[config.mk]
export PLATFORM = sky130hd
export DESIGN_NAME = rx_ipv4_parser
export DESIGN_NICKNAME = d
export VERILOG_FILES = /design/src/rtl/rx_ipv4_parser.sv
export SDC_FILE = /design/constraint.sdc
export NUM_CORES = 1
export LEC_CHECK = 0
export ABC_AREA = 1
export CAP_MARGIN = 30
export CORE_UTILIZATION = 50
export CTS_CLUSTER_SIZE = 40
export DETAILED_ROUTE_END_ITERATION = 8
export PLACE_DENSITY = 0.85
export SLEW_MARGIN = 15
export SYNTH_ARGS = -nofsm -noshare
export SYNTH_HDL_FRONTEND = slang
export SYNTH_SLANG_ARGS = --single-unit
export TNS_END_PERCENT = 10
[constraint.sdc]
create_clock -name RX_CLK -period 4.7 [get_ports RX_CLK]
set_clock_uncertainty 0.1 [all_clocks]
set_input_delay 0.94 -clock RX_CLK [delete_from_list [all_inputs] [get_ports RX_CLK]]
set_output_delay 0.94 -clock RX_CLK [all_outputs]
set_load 0.01 [all_outputs]
[src/rtl/rx_ipv4_parser.sv]
// rx_ipv4_parser: parses and validates the IPv4 header (options included),
// publishes header fields, and forwards protocol-tagged payload bytes with
// Ethernet padding beyond Total Length stripped. Datapath is byte wide.
module rx_ipv4_parser #(
  parameter int unsigned OCT          = 8,
  parameter logic [31:0] LOCAL_IP     = 32'hC0A8_0A02,
  parameter bit          CHECK_DST    = 1'b1,
  parameter bit          ACCEPT_BCAST = 1'b1,
  parameter bit          CHECK_CSUM   = 1'b1
) (
  input  logic           RX_CLK,
  input  logic           rst_n,
  input  logic           rx_payload_ipv4,
  input  logic [OCT-1:0] rx_payload,
  output logic           rx_data_valid,
  output logic [OCT-1:0] rx_data,
  output logic           rx_data_last,
  output logic           rx_data_udp,
  output logic           rx_data_icmp,
  output logic           rx_data_tcp,
  output logic           rx_hdr_valid,
  output logic [31:0]    rx_src_ip,
  output logic [31:0]    rx_dst_ip,
  output logic [7:0]     rx_protocol,
  output logic [15:0]    rx_payload_len,
  output logic           rx_err,
  output logic [2:0]     rx_err_code
);

  localparam int unsigned CNT_W  = 16;
  localparam int unsigned WORD_W = 2 * OCT;

  localparam logic [7:0] PROTO_ICMP = 8'd1;
  localparam logic [7:0] PROTO_TCP  = 8'd6;
  localparam logic [7:0] PROTO_UDP  = 8'd17;

  localparam logic [2:0] ERR_NONE  = 3'd0;
  localparam logic [2:0] ERR_VER   = 3'd1;
  localparam logic [2:0] ERR_IHL   = 3'd2;
  localparam logic [2:0] ERR_LEN   = 3'd3;
  localparam logic [2:0] ERR_CSUM  = 3'd4;
  localparam logic [2:0] ERR_DST   = 3'd5;
  localparam logic [2:0] ERR_TRUNC = 3'd6;
  localparam logic [2:0] ERR_PROTO = 3'd7;

  localparam logic [CNT_W-1:0] LAST_FIXED_IDX = CNT_W'(19);

  typedef enum logic [2:0] {
    S_IDLE,
    S_HDR,
    S_OPT,
    S_DATA,
    S_DROP
  } state_t;

  state_t              r_state;
  state_t              w_state_nxt;

  logic                r_first;
  logic [CNT_W-1:0]    r_cnt;
  logic [WORD_W:0]     r_acc;
  logic [OCT-1:0]      r_hi;
  logic [3:0]          r_ver;
  logic [3:0]          r_ihl;
  logic [15:0]         r_tot_len;
  logic [7:0]          r_proto;
  logic [31:0]         r_src;
  logic [31:0]         r_dst;

  logic [WORD_W-1:0]   w_word;
  logic [WORD_W:0]     w_sum;
  logic [WORD_W-1:0]   w_fold;
  logic [CNT_W-1:0]    w_hdr_len;
  logic [15:0]         w_payload_len;
  logic                w_hdr_end;
  logic [31:0]         w_dst_full;
  logic                w_csum_ok;
  logic                w_dst_ok;
  logic                w_proto_ok;
  logic [2:0]          w_dec_code;

  logic                w_err_nxt;
  logic [2:0]          w_err_code_nxt;
  logic                w_hdr_nxt;
  logic                w_dval_nxt;
  logic                w_last_nxt;

  // Checksum word from the held even byte and the current odd byte; one's
  // complement add with the previous carry folded back in.
  assign w_word = {r_hi, rx_payload};
  assign w_sum  = {1'b0, r_acc[WORD_W-1:0]} + {{WORD_W{1'b0}}, r_acc[WORD_W]}
                + {1'b0, w_word};
  assign w_fold = w_sum[WORD_W-1:0] + {{(WORD_W-1){1'b0}}, w_sum[WORD_W]};

  // Header geometry and the destination as it stands once byte 19 is seen.
  assign w_hdr_len     = {10'd0, r_ihl, 2'b00};
  assign w_payload_len = r_tot_len - w_hdr_len;
  assign w_hdr_end     = (r_cnt == (w_hdr_len - CNT_W'(1)));
  assign w_dst_full    = (r_cnt == LAST_FIXED_IDX) ? {r_dst[23:0], rx_payload} : r_dst;

  assign w_csum_ok  = !CHECK_CSUM || (w_fold == 16'hFFFF);
  assign w_dst_ok   = !CHECK_DST || (w_dst_full == LOCAL_IP) ||
                      (ACCEPT_BCAST && (w_dst_full == 32'hFFFF_FFFF));
  assign w_proto_ok = (r_proto == PROTO_ICMP) || (r_proto == PROTO_TCP) ||
                      (r_proto == PROTO_UDP);

  // Prioritised header verdict, meaningful on the last header byte.
  always_comb begin
    w_dec_code = ERR_NONE;
    if (r_ver != 4'd4) begin
      w_dec_code = ERR_VER;
    end else if (r_ihl < 4'd5) begin
      w_dec_code = ERR_IHL;
    end else if (r_tot_len < w_hdr_len) begin
      w_dec_code = ERR_LEN;
    end else if (!w_csum_ok) begin
      w_dec_code = ERR_CSUM;
    end else if (!w_dst_ok) begin
      w_dec_code = ERR_DST;
    end else if (!w_proto_ok) begin
      w_dec_code = ERR_PROTO;
    end
  end

  // State register.
  always_ff @(posedge RX_CLK) begin
    if (!rst_n) begin
      r_state <= S_IDLE;
    end else begin
      r_state <= w_state_nxt;
    end
  end

  // Next state and next-cycle pulse/valid values.
  always_comb begin
    w_state_nxt    = r_state;
    w_err_nxt      = 1'b0;
    w_err_code_nxt = ERR_NONE;
    w_hdr_nxt      = 1'b0;
    w_dval_nxt     = 1'b0;
    w_last_nxt     = 1'b0;
    case (r_state)
      S_IDLE: begin
        if (rx_payload_ipv4) begin
          if (r_first) begin
            w_state_nxt = S_DROP;
          end else if (rx_payload[3:0] < 4'd5) begin
            w_state_nxt    = S_DROP;
            w_err_nxt      = 1'b1;
            w_err_code_nxt = ERR_IHL;
          end else begin
            w_state_nxt = S_HDR;
          end
        end
      end
      S_HDR, S_OPT: begin
        if (!rx_payload_ipv4) begin
          w_state_nxt    = S_IDLE;
          w_err_nxt      = 1'b1;
          w_err_code_nxt = ERR_TRUNC;
        end else if (w_hdr_end) begin
          if (w_dec_code != ERR_NONE) begin
            w_state_nxt    = S_DROP;
            w_err_nxt      = 1'b1;
            w_err_code_nxt = w_dec_code;
          end else begin
            w_hdr_nxt   = 1'b1;
            w_state_nxt = (w_payload_len == 16'd0) ? S_DROP : S_DATA;
          end
        end else if ((r_state == S_HDR) && (r_cnt == LAST_FIXED_IDX)) begin
          w_state_nxt = S_OPT;
        end
      end
      S_DATA: begin
        if (!rx_payload_ipv4) begin
          w_state_nxt    = S_IDLE;
          w_err_nxt      = 1'b1;
          w_err_code_nxt = ERR_TRUNC;
        end else begin
          w_dval_nxt = 1'b1;
          if (r_cnt == (r_tot_len - 16'd1)) begin
            w_last_nxt  = 1'b1;
            w_state_nxt = S_DROP;
          end
        end
      end
      S_DROP: begin
        if (!rx_payload_ipv4) begin
          w_state_nxt = S_IDLE;
        end
      end
      default: begin
        w_state_nxt = S_IDLE;
      end
    endcase
  end

  // Byte counter, checksum accumulator and header field capture.
  always_ff @(posedge RX_CLK) begin
    if (!rst_n) begin
      r_first   <= 1'b1;
      r_cnt     <= '0;
      r_acc     <= '0;
      r_hi      <= '0;
      r_ver     <= '0;
      r_ihl     <= '0;
      r_tot_len <= '0;
      r_proto   <= '0;
      r_src     <= '0;
      r_dst     <= '0;
    end else begin
      r_first <= 1'b0;
      case (r_state)
        S_IDLE: begin
          r_acc <= '0;
          r_hi  <= rx_payload;
          if (rx_payload_ipv4) begin
            r_cnt <= CNT_W'(1);
            r_ver <= rx_payload[7:4];
            r_ihl <= rx_payload[3:0];
          end else begin
            r_cnt <= '0;
          end
        end
        S_HDR, S_OPT: begin
          if (rx_payload_ipv4) begin
            r_cnt <= r_cnt + CNT_W'(1);
            if (r_cnt[0]) begin
              r_acc <= w_sum;
            end else begin
              r_hi <= rx_payload;
            end
            if (r_state == S_HDR) begin
              case (r_cnt)
                16'd2:                    r_tot_len[15:8] <= rx_payload;
                16'd3:                    r_tot_len[7:0]  <= rx_payload;
                16'd9:                    r_proto         <= rx_payload;
                16'd12, 16'd13, 16'd14,
                16'd15:                   r_src <= {r_src[23:0], rx_payload};
                16'd16, 16'd17, 16'd18,
                16'd19:                   r_dst <= {r_dst[23:0], rx_payload};
                default: ;
              endcase
            end
          end
        end
        S_DATA: begin
          if (rx_payload_ipv4) begin
            r_cnt <= r_cnt + CNT_W'(1);
          end
        end
        default: ;
      endcase
    end
  end

  // Registered outputs: pulses, payload stream, held header fields and tags.
  always_ff @(posedge RX_CLK) begin
    if (!rst_n) begin
      rx_data_valid  <= 1'b0;
      rx_data        <= '0;
      rx_data_last   <= 1'b0;
      rx_data_udp    <= 1'b0;
      rx_data_icmp   <= 1'b0;
      rx_data_tcp    <= 1'b0;
      rx_hdr_valid   <= 1'b0;
      rx_src_ip      <= '0;
      rx_dst_ip      <= '0;
      rx_protocol    <= '0;
      rx_payload_len <= '0;
      rx_err         <= 1'b0;
      rx_err_code    <= '0;
    end else begin
      rx_data_valid <= w_dval_nxt;
      rx_data       <= w_dval_nxt ? rx_payload : '0;
      rx_data_last  <= w_last_nxt;
      rx_hdr_valid  <= w_hdr_nxt;
      rx_err        <= w_err_nxt;
      rx_err_code   <= w_err_code_nxt;
      if (w_hdr_nxt) begin
        rx_src_ip      <= r_src;
        rx_dst_ip      <= w_dst_full;
        rx_protocol    <= r_proto;
        rx_payload_len <= w_payload_len;
        rx_data_udp    <= (r_proto == PROTO_UDP);
        rx_data_icmp   <= (r_proto == PROTO_ICMP);
        rx_data_tcp    <= (r_proto == PROTO_TCP);
      end
    end
  end

endmodule

## Yosys cells after proc, flatten, opt, wreduce, memory -nomap -nowiden

Cells that the tools add are included.

- Bits in registers: 247
- Input port bits: 11
- Output and inout bits: 106

- Order comparisons: 3
- Eq/ne operators: 32
- Add/sub/neg operators: 7
- Multiplexer cells: 52
- Reduce and logical (&&, ||, !) cells: 25

Operator list:

| kind | number |
|---|---|
| $eq 16x4->1 const B | 5 |
| $eq 16x5->1 const B | 4 |
| $eq 32x32->1 const B | 2 |
| $mux 3 | 21 |
| $mux 17 | 2 |
| $pmux 17 s2 | 1 |
| $eq 16x16->1 | 2 |
| $eq 16x2->1 const B | 2 |
| $mux 32 | 1 |
| $pmux 16 s2 | 1 |
| $reduce_and 4->1 | 6 |
| $add 16x1->17 | 1 |
| $add 17x16->17 | 1 |
| $add 16x1->16 | 1 |
| $add 16x1->16 const B | 1 |
| $eq 16x16->1 const B | 1 |
| $logic_not 16->1 | 1 |
| $lt 16x6->1 | 1 |
| $mux 1 | 16 |
| $mux 16 | 1 |
| $mux 8 | 2 |
| $pmux 8 s2 | 1 |
| $sub 16x1->16 const B | 1 |
| $sub 16x6->16 | 1 |
| other kinds (27) | 43 |

## Longest topological paths before layout

Gate-level depths: netlist of the first run.

- Depth after elaboration: 14
- Gate-level depth with buffers: 37
- Depth with buffers taken out: 36

## Worst setup path before layout of the first run

OpenSTA, ideal clock, no wires.

- Kind: input port to flip-flop
- Start point: input port rx_payload[1]
- End point: register rx_protocol[1]
- Arrival time: 4.656 ns
- Required time: 4.475 ns
- Cell stages on the path: 36
- Slack: -0.181 ns
- Path through: clkinv_1 -> fa_1 -> inv_1 -> nand3_1 -> nand2_1 -> nand3_1 -> nand3_1 -> nand3_1 -> nand2_1 -> a21oi_1 -> o21bai_1 -> ha_1 -> ha_1 -> nand3_1 -> inv_1 -> nand2_1 -> nor2_1 -> nand2_1 -> nor2_1 -> nand2_1 -> nand2_1 -> nand2_1 -> nor2_1 -> nand2_1 -> nor2_2 -> nand3_1 -> nand2_1 -> nand2_1 -> nand2_1 -> nor2_4 -> nand2_4 -> inv_2 -> buf_8 -> buf_12 -> nor2_1 -> nor2_1

- Longest elaborated chain between the ends: 13

RTL lines:

| element | line | RTL |
|---|---|---|
| start: declaration | 14 | `input logic [OCT-1:0] rx_payload,` |
| branches (longest 4 deep; another with $add 17x16->17) | - |  |
| $mux 3 * | 116 | `end else if (!w_csum_ok) begin` |
| $mux 3 * | 114 | `end else if (r_tot_len < w_hdr_len) begin` |
| $mux 3 * | 112 | `end else if (r_ihl < 4'd5) begin` |
| $mux 3 * | 110 | `if (r_ver != 4'd4) begin` |
| $reduce_bool 3->1 * | 162 | `if (w_dec_code != ERR_NONE) begin` |
| $mux 1 * | 162 |  |
| $mux 1 * | 161 | `end else if (w_hdr_end) begin` |
| $mux 1 * | 157 | `if (!rx_payload_ipv4) begin` |
| $mux 1 * | 142 | `case (r_state)` |
| end signal: assignment | 283 | `rx_protocol <= r_proto;` |
| end: declaration | 24 | `output logic [7:0] rx_protocol,` |

Every way passes the cells marked *.
A chain may end at the register's enable or synchronous reset.

## Worst setup path after layout of the first run

- Start point: input port rx_payload[0]
- End point: register rx_dst_ip[16]

- Longest elaborated chain between the ends: 13

RTL lines:

| element | line | RTL |
|---|---|---|
| branches (longest 4 deep; another with $add 17x16->17) | - |  |
| $mux 3 * | 116 |  |
| $mux 3 * | 114 |  |
| $mux 3 * | 112 |  |
| $mux 3 * | 110 |  |
| $reduce_bool 3->1 * | 162 |  |
| $mux 1 * | 162 |  |
| $mux 1 * | 161 |  |
| $mux 1 * | 157 |  |
| $mux 1 * | 142 |  |
| end signal: assignment | 282 | `rx_dst_ip <= w_dst_full;` |
| end: declaration | 23 | `output logic [31:0] rx_dst_ip,` |

Marked as above.

==> results of run 1 <==
-- final timing paths --
kind / to / slack (ns)
setup / recovery: rx_dst_ip[16] / 0.03
setup reg to reg: rx_dst_ip[16] / 0.13
hold / removal: rx_protocol[7] / 0.37
hold reg to reg: rx_protocol[7] / 0.37
-- flip-flops by register name, summed over array words and instances, names as in the netlist, 16 cells and up --
name            flops
r_dst              32
r_src              32
rx_dst_ip          32
rx_src_ip          32
r_acc              17
r_cnt              16
r_tot_len          16
rx_payload_len     16
-- layout make-up --
cell class / instances / area (sq um) / area share [%]
Timing Repair Buffer: 232 / 2176 / 14.14
Inverter: 171 / 651.9 / 4.235
Clock buffer: 31 / 666.9 / 4.333
Sequential cell: 247 / 4945 / 32.13
Tap cell: 319 / 399.1 / 2.593
Multi-Input combinational cell: 1188 / 6362 / 41.34
Clock inverter: 10 / 190.2 / 1.236
-- critical path: cells and delay by family --
kind / cells / cell delay (ns)
adder cells (fa/ha/maj): 4 / 0.89
AND/OR/NAND/NOR: 23 / 2.14
buffers and inverters: 8 / 0.71
AO/OA/AOI/OAI: 2 / 0.28
-- power by group through the flow --
stage | sequential [W] | clock, W | combinational, W
floorplan | 0.00226 | 0 | 0.000842
global placement | 0.00228 | 0 | 0.00117
detailed placement | 0.00229 | 0 | 0.00119
CTS | 0.00224 | 0.00210 | 0.00124
global route | 0.00225 | 0.00218 | 0.00146
finish | 0.00225 | 0.00210 | 0.00131
-- through the flow --
stage | instance area [sq um] | TNS, ns | worst slack, ns
detailed placement | 13670 | -96.73 | -1.098
finish | 15390 | 0 | 0.02924
global placement | 13670 | -78.02 | -0.8472
global route | 15390 | -17.12 | -0.2545
CTS | 15030 | -0.02542 | -0.005624
floorplan | 11960 | 0 | 0.0003135
-- layout by cell type (no fill, tap or decap), types with 7 or more instances in the layout --
master	n
dfxtp_1	247
nor4_1	21
o21ai_2	12
o21ai_1	28
ha_4	7
a21oi_1	95
nand3_1	86
inv_1	153
clkdlybuf4s50_1	107
clkbuf_16	26
nand4_1	20
nand2_1	305
a211oi_1	77
xor2_1	24
buf_6	8
ha_1	21
nand3_2	11
nor2_2	40
clkinv_1	9
nor3_1	33
nor2_4	14
nor2_1	273
buf_4	100
o21ai_0	58
xnor2_1	11
nand2_2	11
-- cells by family after synthesis --
family	after synthesis	share of synthesized area [%]
adder cells (fa/ha/maj)	31	3.439
flip-flops	247	41.43
buffers and inverters	249	9.132
XOR/XNOR	36	2.642
AO/OA/AOI/OAI	288	14.11
AND/OR/NAND/NOR	833	29.24
-- repair_timing --
item                       4_1_cts  5_1_grt
setup endpoints to repair       97       97
pin swaps                       29       30
gates cloned                     3        2
gates resized for setup         57      116
setup buffers                   33        4
-- metal layers --
| metal | track usage (%) | share of wire (%) |
|---|---|---|
| met1 | 33.90 | 40 |
| met4 | 13.21 | 4.3 |
| met2 | 49.83 | 50 |
| met5 | 0 | 0 |
| met3 | 3.932 | 6.2 |
==> impl_metrics.tcl, run 1 <==
set metrics [dict create \
    clock_latency_ns 0.53 \
    die_x_um 156.5 \
    worstReg2RegStart "r_acc[16]" \
    layout-drive-gt1-share_pct 15.01 \
    async_flop_share_pct 0 \
    antenna_cells 0 \
    rsz0062_at_grt "yes" \
    instances_no_fill 2198 \
    switching_share_pct 31.27 \
    yosysTopAreaCell "dfxtp_1" \
    crit_arrival_ns 5.00 \
    post-route-period-util_pct 99.38 \
    min_path_type "reg -> reg" \
    worstRegToRegCells 36 \
    final_core_util_pct 65.57 \
    slowest_delay_ns 0.34 \
    yosys_warnings 0 \
    yosysSeqAreaShare_pct 41.43 \
    cts_sinks 247 \
    crit_type "in -> reg" \
    hold_buffers 0 \
    dp.cells 2115 \
    hold_depth 2 \
    report.final.slew_viol_count 0 \
    num_rows 56 \
    setup_violations 0 \
    grt_pass1_vias 11560 \
    synthTopCellsByArea "dfxtp_1, nor2_1, nand2_1, inv_1, a211oi_1" \
    nets 1906 \
    drtIter0Drc 973 \
    cts_root_buffer "clkbuf_16" \
    postSynthAreaPerCell_sq_um 7.087 \
    post-route-min-period_ns 4.671 \
    worst_hold_slack_ns 0.3660 \
    synth_edf_count 0 \
    grt_max_degree 76 \
    synth.distinct_cells 46 \
    crit_fanout 17 \
    drtAntennaViolNets 0 \
    final.fill_count 1829 \
    ctsHtreeMaxLevel 1 \
    p_int_w 0.003886 \
    worst_pin_slew_ns 0.8126 \
    syn_to_final_growth_pct 28.97 \
    initial_core_util_pct 50.84 \
    slowest_stage "fa_2" \
    share_comb_of_total_power_pct 23.2 \
    cp-end-kind "register" \
    synth_top_area_share_pct 41.43 \
    core_sq_um 23470 \
    ys.flop_type "dfxtp_1" \
    fmax_mhz 214.1 \
    track_usage_pct 28.27 \
    wl_per_cell_um 16.42 \
    worstSetupStartpoint "rx_payload[0]" \
    synthCells 1684 \
    cts_tree "done" \
    clkPwrFrac_pct 37.1 \
    ys_seq_elements 247 \
    switchingPower_w 0.001768 \
    dr.pass1.iters 6 \
    synth_most_common_cell "nor2_1" \
    min_from "rx_protocol[7]" \
    finalWeightedCongestion 0.9489 \
    synthesis.area_sq_um 11930 \
    max_cap_violations 0 \
    cts_buffers 24 \
    die-area_sq_um 24490 \
    die_h_um 156.5 \
    dpl.hpwl_mm 22.94 \
    cts_buffer_depth 3 \
    vdd_ir_drop_max_v 0.0003364 \
    grt_antenna_before_repair 0 \
    critPathMostFrequentCell "nand2_2" \
    power.total_w 0.005654 \
    relSlewSlack_pct 45.63 \
    wirelength_mm 36.10 \
    pwr_density_cell_nw_per_um2 367.4 \
    drc 0 \
    seqPwrFrac_pct 39.7 \
    syn_nets 1726 \
    ios 117 \
    dr_total_vias 12180 \
    avgViaCountPerCell 5.539 \
    grt_pass1_wl_mm 56.02 \
    hold_viol 0 \
    critical_path_required_ns 5.02 \
    overflow 0 \
    status "finished clean" \
    synth_commonest_cells "nor2_1, nand2_1, dfxtp_1" \
    cts.clk_slew.worst_paths_ns 0.06 \
    leakage_nw 6.307 \
    start_kind "primary input" \
    portBuffers 116 \
]
Power figures use the tool's default switching activity.
==> inputs of run 2 (changes only) <==
CORE_MARGIN = 1   (was unset)
clock period = 3.76 ns   (was 4.7 ns; I/O delays follow)
==> impl_metrics.tcl, run 2 (synthesized netlist as in run 1, its figures left out) <==
set metrics [dict create \
    ff2ff_setup_slack_ns -0.80 \
    grt_pass1_vias 11330 \
    post-route-period-util_pct 121.2 \
    worstReg2RegStart "r_acc[0]" \
    pwr_density_cell_nw_per_um2 456.5 \
    die_x_um 156.5 \
    drtAntennaViolNets 0 \
    initial_core_util_pct 50.84 \
    hold_viol 0 \
    slowest_stage "dfxtp_2" \
    track_usage_pct 28.45 \
    wl_per_cell_um 16.85 \
    final_common_cell "nand2_1" \
    critPathMostFrequentCell "nand3_2" \
    rr_endpoint "rx_dst_ip[24]" \
    cts_root_buffer "clkbuf_16" \
    ios 117 \
    fin_area_sq_um 15610 \
    cts_buffer_depth 3 \
    worst_hold_slack_ns 0.3666 \
    grt_pass1_wl_mm 55.79 \
    power.total_w 0.007123 \
    grt_max_degree 124 \
    rsz0062_at_grt "yes" \
    hold_buffers 0 \
    crit_arrival_ns 4.92 \
    worstRegToRegCells 34 \
    violations "negative setup slack" \
    crit_fanout 5 \
    cts_tree "done" \
    cts.clk_slew.worst_paths_ns 0.07 \
    dpl.hpwl_mm 22.99 \
    vdd_ir_drop_max_v 0.0003967 \
    crit_type "reg -> reg" \
    hold_end "rx_protocol[5]" \
    wirelength_mm 37.45 \
    core_sq_um 23470 \
    min_path_type "reg -> reg" \
    num_rows 56 \
    finalWeightedCongestion 0.9404 \
    die-area_sq_um 24490 \
    layout-drive-gt1-share_pct 15.60 \
    die_h_um 156.5 \
    hold_depth 2 \
    syn_to_final_growth_pct 30.76 \
    dr_total_vias 12300 \
    fmax_mhz 219.5 \
    cts_buffers 25 \
    cts_sinks 247 \
    mostFrequentLayoutCells "nand2_1, nor2_1, dfxtp_1" \
    nets 1927 \
    ctsHtreeMaxLevel 1 \
    avgViaCountPerCell 5.533 \
    cp-end-kind "register" \
    status "finished, violations left" \
    drc 0 \
    max_cap_violations 0 \
    leakage_nw 6.443 \
    min_from "rx_protocol[5]" \
    final_core_util_pct 66.48 \
    slowest_delay_ns 0.34 \
    dr.pass1.iters 7 \
    clock_latency_ns 0.55 \
    setup_violations 99 \
    portBuffers 116 \
    grt_antenna_before_repair 0 \
    critical_path_required_ns 4.12 \
    relSlewSlack_pct 36.20 \
    drtIter0Drc 1080 \
    antenna_cells 0 \
    worst_pin_slew_ns 0.9483 \
    post-route-min-period_ns 4.556 \
    dpl_cell_area_sq_um 13950 \
    overflow 0 \
    setup_ws_ns -0.7963 \
    start_kind "register" \
    report.final.slew_viol_count 0 \
]
run 2: layout make-up:
cell class                      count  area, sq um
Multi-Input combinational cell   1188         6325
Clock buffer                       33        685.7
Sequential cell                   247         4947
Timing Repair Buffer              251         2432
Fill cell                        1818         7868
Timing Repair inverter              1        16.27
Clock inverter                     13        142.6
Tap cell                          319        399.1
Inverter                          171        656.9
run 2: critical path: cells and delay by family, from the launching register on:
family,cells,cell delay (ns)
simple gates,21,2.03
compound gates,3,0.47
flops,1,0.34
fa+ha+maj,4,0.94
buf+inv,6,0.61
run 2: worst max-delay path by stage:
stage | from | endpoint | cells after the start
after CTS | r_acc[16] | rx_dst_ip[31] | 37
after global placement | rx_payload[0] | rx_src_ip[23] | 34
after detailed placement | rx_payload[0] | rx_src_ip[23] | 33
final | r_acc[0] | rx_dst_ip[24] | 34
after floorplan | rx_payload[0] | rx_protocol[1] | 36
after global routing | r_acc[0] | rx_payload_len[4] | 33
run 2: metal layers:
metal	GRT usage, %	vias to the layer above	routed length (um)
li1	-	5931	-
met1	35.06	5639	14850
met2	49.64	587	18230
met3	3.295	142	2618
met4	12.93	0	1752
met5	0	-	0
run 2: what timing repair did:
| action | 4_1_cts | 5_1_grt |
|---|---|---|
| setup buffers | 17 | 6 |
| resized for setup | 92 | 62 |
| setup endpoints to repair | 99 | 99 |
| pin swaps | 24 | 15 |
| gates cloned | 5 | 5 |
run 2: where the power goes:
part	leakage [nW]	total [W]	switching, W	internal, W
Combinational	4.04	0.00178	0.00114	0.000644
Sequential	2.00	0.00280	0.0000820	0.00272
Clock	0.406	0.00254	0.00110	0.00144
Total	6.44	0.00712	0.00232	0.00480
run 2: through the flow:
stage,instances,setup slack (ns),TNS (ns)
after floorplan,1684,-0.6960,-61.10
after global placement,2144,-1.494,-139.53
after detailed placement,2144,-1.703,-158.26
after CTS,2212,-0.6672,-57.60
after global routing,2223,-1.033,-87.25
final,2223,-0.7963,-62.64
